--- config.mk ---
export PLATFORM = sky130hd
export DESIGN_NAME = pe_dot_acc
export DESIGN_NICKNAME = d
export VERILOG_FILES = /design/src/rtl/pe_dot_acc.sv
export SDC_FILE = /design/constraint.sdc
export NUM_CORES = 2
export LEC_CHECK = 0
export CORE_MARGIN = 4
export CORE_UTILIZATION = 50
export DETAILED_ROUTE_END_ITERATION = 8
export PLACE_DENSITY = 0.64
export SLEW_MARGIN = 30
export SYNTH_ARGS = -nofsm -noshare
export SYNTH_HDL_FRONTEND = slang
export SYNTH_SLANG_ARGS = --single-unit
--- constraint.sdc ---
create_clock -name aclk -period 7.78 [get_ports aclk]
set_input_delay 1.167 -clock aclk [delete_from_list [all_inputs] [get_ports aclk]]
set_output_delay 1.167 -clock aclk [all_outputs]
set_load 0.02 [all_outputs]
--- src/rtl/pe_dot_acc.sv ---
// Streaming dot-product PE: a local RAM operand times a streamed operand, accumulated signed.
// Define PE_SAT_EN to saturate the accumulator; otherwise it wraps. In both builds ovf flags the event.
module pe_dot_acc #(
   parameter int DATA_W     = 16,
   parameter int ACC_W      = 40,
   parameter int L_RAM_SIZE = 6
) (
   input  logic                  aclk,
   input  logic                  aresetn,
   input  logic                  we,
   input  logic [L_RAM_SIZE-1:0] addr,
   input  logic [DATA_W-1:0]     din,
   input  logic                  start,
   input  logic [L_RAM_SIZE:0]   len,
   input  logic                  acc_keep,
   input  logic [DATA_W-1:0]     ain,
   input  logic                  ain_valid,
   output logic                  ain_ready,
   output logic                  busy,
   output logic                  dvalid,
   input  logic                  dready,
   output logic [ACC_W-1:0]      dout,
   output logic                  ovf
);

   localparam int DEPTH = 2 ** L_RAM_SIZE;
   localparam int EXT   = ACC_W + 1 - 2 * DATA_W;
   localparam logic [L_RAM_SIZE:0] LEN_MAX = {1'b1, {L_RAM_SIZE{1'b0}}};
   localparam logic [L_RAM_SIZE:0] CNT_ONE = {{L_RAM_SIZE{1'b0}}, 1'b1};

   typedef enum logic [1:0] {IDLE, RUN, DRAIN, DONE} state_t;

   logic [DATA_W-1:0]   r_ram [DEPTH];
   logic [DATA_W-1:0]   r_bin;
   state_t              r_state;
   logic [L_RAM_SIZE:0] r_cnt;
   logic [L_RAM_SIZE:0] r_len;
   logic                r_drain;
   logic [2*DATA_W-1:0] r_prod;
   logic                r_prod_v;
   logic [ACC_W-1:0]    r_acc;
   logic [ACC_W-1:0]    r_dout;
   logic                r_ain_ready;
   logic                r_busy;
   logic                r_dvalid;
   logic                r_ovf;

   logic [L_RAM_SIZE:0]   w_len_eff;
   logic [L_RAM_SIZE:0]   w_cnt_inc;
   logic [L_RAM_SIZE-1:0] w_rd_addr;
   logic                  w_consume;
   logic                  w_ram_we;
   logic [2*DATA_W-1:0]   w_ain_x;
   logic [2*DATA_W-1:0]   w_bin_x;
   logic [ACC_W:0]        w_sum;
   logic                  w_acc_ovf;
   logic [ACC_W-1:0]      w_acc_next;

   assign w_len_eff = (len > LEN_MAX) ? LEN_MAX : len;
   assign w_cnt_inc = r_cnt + CNT_ONE;
   assign w_consume = r_ain_ready && ain_valid;
   assign w_ram_we  = we && ((r_state == IDLE) || (r_state == DONE));
   assign w_ain_x   = {{DATA_W{ain[DATA_W-1]}}, ain};
   assign w_bin_x   = {{DATA_W{r_bin[DATA_W-1]}}, r_bin};

   // Look one element ahead on a consume so r_bin always matches the next element.
   always_comb begin
      w_rd_addr = r_cnt[L_RAM_SIZE-1:0];
      if (r_state == IDLE) begin
         w_rd_addr = '0;
      end else if (w_consume) begin
         w_rd_addr = w_cnt_inc[L_RAM_SIZE-1:0];
      end
   end

   // One guard bit: overflow when the two top bits of the widened sum disagree.
   assign w_sum     = {r_acc[ACC_W-1], r_acc} + {{EXT{r_prod[2*DATA_W-1]}}, r_prod};
   assign w_acc_ovf = w_sum[ACC_W] ^ w_sum[ACC_W-1];

   always_comb begin
      w_acc_next = w_sum[ACC_W-1:0];
`ifdef PE_SAT_EN
      if (w_acc_ovf) begin
         w_acc_next = w_sum[ACC_W] ? {1'b1, {(ACC_W-1){1'b0}}} : {1'b0, {(ACC_W-1){1'b1}}};
      end
`else
      w_acc_next = w_sum[ACC_W-1:0];
`endif
   end

   always_ff @(posedge aclk) begin
      if (w_ram_we) begin
         r_ram[addr] <= din;
      end
      r_bin <= r_ram[w_rd_addr];
   end

   always_ff @(posedge aclk or negedge aresetn) begin
      if (!aresetn) begin
         r_state     <= IDLE;
         r_cnt       <= '0;
         r_len       <= '0;
         r_drain     <= 1'b0;
         r_prod      <= '0;
         r_prod_v    <= 1'b0;
         r_acc       <= '0;
         r_dout      <= '0;
         r_ain_ready <= 1'b0;
         r_busy      <= 1'b0;
         r_dvalid    <= 1'b0;
         r_ovf       <= 1'b0;
      end else begin
         r_prod_v <= 1'b0;
         if (r_prod_v) begin
            r_acc <= w_acc_next;
            if (w_acc_ovf) begin
               r_ovf <= 1'b1;
            end
         end
         case (r_state)
            IDLE: begin
               if (start) begin
                  if (!acc_keep) begin
                     r_acc <= '0;
                     r_ovf <= 1'b0;
                  end
                  r_len  <= w_len_eff;
                  r_cnt  <= '0;
                  r_busy <= 1'b1;
                  if (w_len_eff == '0) begin
                     r_state  <= DONE;
                     r_dvalid <= 1'b1;
                     r_dout   <= acc_keep ? r_acc : '0;
                  end else begin
                     r_state     <= RUN;
                     r_ain_ready <= 1'b1;
                  end
               end
            end
            RUN: begin
               if (w_consume) begin
                  r_prod   <= w_ain_x * w_bin_x;
                  r_prod_v <= 1'b1;
                  r_cnt    <= w_cnt_inc;
                  if (r_cnt == r_len - CNT_ONE) begin
                     r_state     <= DRAIN;
                     r_ain_ready <= 1'b0;
                     r_drain     <= 1'b0;
                  end
               end
            end
            DRAIN: begin
               // The last product lands in r_acc on the first drain edge.
               if (!r_drain) begin
                  r_drain <= 1'b1;
               end else begin
                  r_drain  <= 1'b0;
                  r_state  <= DONE;
                  r_dvalid <= 1'b1;
                  r_dout   <= r_acc;
               end
            end
            DONE: begin
               if (dready) begin
                  r_state  <= IDLE;
                  r_dvalid <= 1'b0;
                  r_busy   <= 1'b0;
               end
            end
            default: r_state <= IDLE;
         endcase
      end
   end

   assign ain_ready = r_ain_ready;
   assign busy      = r_busy;
   assign dvalid    = r_dvalid;
   assign dout      = r_dout;
   assign ovf       = r_ovf;

endmodule

# Word-level counts from Yosys, hierarchy flattened
# Memories as Yosys holds them, arrays and structs flattened. A register that Yosys moved wholly into a read port is not among the register bits.
# Index checks and enable logic that the tools add are counted.
# classes
add_sub_neg,3
multipliers,1
magnitude_cmp,1
eq_ne,11
muxes,45
bitwise,1
n_reduce_logical,19
# ops
op,n
$mux 40,8
$pmux 40 s2,1
$add 40x32->41,1
$mul 16x16->32,1
$mux 7,3
$mux 1,19
$reduce_and 5->1,3
$pmux 7 s2,1
$mux 2,6
$mux 6,2
$ne 2x2->1 const B,6
$reduce_and 3->1,3
$pmux 2 s4,1
$reduce_bool 2->1,4
$add 7x1->7 const B,1
$eq 7x7->1,1
$gt 7x7->1 const B,1
$logic_not 7->1,1
$sub 7x1->7 const B,1
$pmux 1 s2,3
$eq 2x2->1 const B,2
$reduce_and 2->1,2
$reduce_and 4->1,1
$pmux 1 s3,1
7 further kinds,8
# word_totals
register_bits,134
ram_bits,1024
out_inout_bits,44
mem_count,1
# mem_list
memory,depth,width,rd,rd_ports_with_merged_regs,wr,line_no,rtl
r_ram,64,16,1,1,1,33,logic [DATA_W-1:0] r_ram [DEPTH];

# Longest topological paths before layout
# logic_depth
word_depth,7
ltp_mapped,24
mapped_depth_nobuf,22

# Least setup slack after synthesis
# OpenSTA, ideal clock, no wires.
# synth_path
path_kind,in2reg
from,input ain[15]
to,register r_prod[31]
setup_time_ns,0.135
arrival_time_ns,6.827
slack_ns,0.819
cell_stages,19
path_cell_list,clkbuf_1 -> nand2_1 -> inv_1 -> fa_1 -> fa_1 -> fa_1 -> fa_1 -> fa_1 -> inv_1 -> fa_1 -> inv_1 -> ha_1 -> nand3_1 -> or2_2 -> o221ai_1 -> a211oi_1 -> o41a_1 -> xnor2_1 -> o21ai_0
# synth_between
elab_chain_len,1
# synth_rtl
element,line_no,rtl
"start, declared",16,"input logic [DATA_W-1:0] ain,"
$mul 16x16->32,142,r_prod <= w_ain_x * w_bin_x;
"end signal, assigned",142,
"end, declared",39,logic [2*DATA_W-1:0] r_prod;
# Every way passes these cells.
# A chain may end at the register's enable or synchronous reset.

# Worst setup path in the final report
# layout_path
from,input ain[7]
to,register r_prod[17]
# Same word-level chain as after synthesis.

==> results.sh <==
export IMPL_outcome="completed"
export IMPL_hold_path_class="reg -> reg"
export IMPL_post_cts_buffers=0
export IMPL_skew_ps=69.7
export IMPL_syn_area_um2=57100
export IMPL_yosysTopAreaCell="edfxtp_1"
export IMPL_dp_slack_ps=35.4
export IMPL_num_io_pins=96
export IMPL_grt_pass1_vias=32900
export IMPL_critPathKind="in -> reg"
export IMPL_synthTopCellsByArea="edfxtp_1 (54%), mux4_2 (11%), fa_1 (9.2%)"
export IMPL_cp_arrival_ps=7640
export IMPL_dp_cells=5274
export IMPL_drv_slew=0
export IMPL_coreArea_um2=113000
export IMPL_ys_ff_latch=1174
export IMPL_fin_area_um2=64400
export IMPL_yosysSeqAreaShare_pct=60.3
export IMPL_wl_per_cell_um=24.9
export IMPL_start_util_pct=50.5
export IMPL_dieWidth_um=346
export IMPL_grt_antenna_before_repair=1
export IMPL_area_growth_pct=12.8
export IMPL_setup_ws_ps=677
export IMPL_die_area_um2=120000
export IMPL_drt_antenna_violating_nets=0
export IMPL_netlist_area_leader_share_pct=53.9
export IMPL_synth_cells=3692
export IMPL_synth_cell_types=69
export IMPL_cts_sinks=1174
export IMPL_cts_root_buf="clkbuf_16"
export IMPL_crit_path_start_kind="input port"
export IMPL_clkLatencyLatePin_ps=710
export IMPL_die_y_um=346
export IMPL_synth_edff_count=1024
export IMPL_cts_buffers=115
export IMPL_clockBufferDepth=3
export IMPL_syn_area_per_cell_um2=15.5
export IMPL_via_per_inst=5.76
export IMPL_cts_clk_slew_worst_paths_ps=60
export IMPL_worstMarginPinSlew_ps=979
export IMPL_first_pass_iters=5
export IMPL_cts_htree_levels=3
export IMPL_routed_wirelength_um=137000
export IMPL_setup_violations=0
export IMPL_hpwl_um=89400
export IMPL_relSlewSlack_pct=34.3
export IMPL_num_vias=31600
export IMPL_synth_nets=4135
export IMPL_period_needed_ps=7100
export IMPL_fp_row_count=123
export IMPL_instances_no_fill=5491
export IMPL_synth_flop_cell="edfxtp_1"
export IMPL_crit_required_ps=8320
export IMPL_grt_max_degree=81
export IMPL_maxCapViolCount=0
export IMPL_cts_tree="yes"
export IMPL_final_nets=4334
export IMPL_placed_cell_area_um2=60500
export IMPL_layout_worst_path_cycle_share_pct=91.3
export IMPL_hold_viol_final=0
export IMPL_yosysWarnings=0
export IMPL_tns_ps=0
export IMPL_worstPathMaxFanout=7
export IMPL_drc=0
export IMPL_numPortBuffers=95
export IMPL_async_reset_ff_share_pct=11.4
export IMPL_cp_end_kind="flop"
export IMPL_track_usage_pct=23.0
export IMPL_grt_pass1_wl_um=208000
export IMPL_drive_gt1_share_pct=16.7
export IMPL_cts_resized=0
export IMPL_cts_hold_buf=0
export IMPL_rsz0062_at_grt="no"
export IMPL_fmax_ghz=0.141
export IMPL_place_congestion=0.879
export IMPL_drtIter0Drc=2692
export IMPL_overflow=0
## sequential cells by signal, summed over array words and instances, names as in the netlist, 2 cells and up
signal / cells
dout: 40
r_acc: 40
r_bin: 16
r_cnt: 7
r_len: 7
r_prod: 32
r_ram: 1024
r_state: 2
## cell type report
cell class / count / area [um^2]
Sequential cell: 1174 / 34400
Antenna cell: 2 / 5.00
Fill cell: 8899 / 48600
Clock buffer: 138 / 2990
Inverter: 306 / 1150
Clock inverter: 77 / 865
Tap cell: 1500 / 1880
Timing Repair Buffer: 255 / 2170
Multi-Input combinational cell: 2039 / 20900
## worst paths after layout
check	startpoint	endpoint	slack, ps	cells after the start
max in group asynchronous	aresetn	r_prod[24]$_DFFE_PN0P_	5980	2
hold / removal	dout[19]$_DFFE_PN0P_	dout[19]$_DFFE_PN0P_	460	2
hold reg to reg	dout[19]$_DFFE_PN0P_	dout[19]$_DFFE_PN0P_	460	2
setup reg to reg	r_bin[1]$_DFF_P_	r_prod[17]$_DFFE_PN0P_	960	19
setup / recovery	ain[7]	r_prod[17]$_DFFE_PN0P_	680	22
min in group asynchronous	aresetn	dout[28]$_DFFE_PN0P_	490	1
## cells in the mapped netlist (23+ instances only)
cell type,count
edfxtp_1,1024
nand2_1,387
inv_1,304
mux4_2,282
fa_1,263
nor2_1,148
and2_1,145
dfrtp_1,134
ha_1,128
clkbuf_1,113
a21oi_1,96
o21ai_0,82
nand3_1,74
a211oi_1,60
xnor2_1,50
mux2i_1,42
buf_2,37
xor2_1,33
a21o_1,29
and3_1,26
a311oi_1,23
## worst max-delay path, cell delays in order
cell and delay, ps:
clkdlybuf4s50_1 540, buf_4 230, and2_1 150, fa_1 530, inv_1 50, fa_1 460
fa_1 510, fa_1 550, inv_1 50, fa_1 520, fa_1 430, ha_1 350
a21oi_1 190, o21ai_0 150, a21o_1 210, o21ai_0 140, nor2b_1 210, nor2b_1 80
o21a_1 160, o311ai_0 690, buf_4 230, nand2_1 50
## through the flow
stage	util, %	hold WS [ps]
after floorplan	-	445
after global placement	53.5	449
after detailed placement	53.6	455
after CTS	57.0	468
after global routing	57.0	491
final	57.0	461
## logic make-up (layout without fill, tap and decap cells)
logic type | count (synthesis) | count (layout) | synth area share (%)
fa+ha+maj | 391 | 391 | 12.0
compound gates | 367 | 367 | 4.13
flops | 1174 | 1174 | 60.3
xor+xnor | 83 | 83 | 1.27
mux | 328 | 328 | 12.0
buf+inv | 479 | 776 | 3.29
simple gates | 870 | 870 | 7.04
other cells | 0 | 2 | 0
## metal layers
layer  vias up  global-route usage (%)  share of wire, %
met1     16500                    29.9                39
met4         0                    6.30               2.8
met2       922                    40.6                52
li1      14000                       -                 -
met3       202                    3.52               5.5
met5         -                       0                 0
## layout by cell type (no fill, tap or decap), types with 29 or more instances in the layout
cell type	n
and2_1	145
mux4_2	282
o21ai_0	82
nand2_1	387
xor2_1	31
clkdlybuf4s50_1	78
fa_1	263
xnor2_1	49
dfrtp_1	133
a211oi_1	58
a21o_1	29
edfxtp_1	1024
clkbuf_16	116
nor2_1	137
ha_1	128
mux2i_1	42
a21oi_1	95
inv_1	304
buf_4	155
nand3_1	73
Power is left out: the tool's default activity adds up to more than one toggle a clock period on the data nets, which glitch-free logic cannot reach.
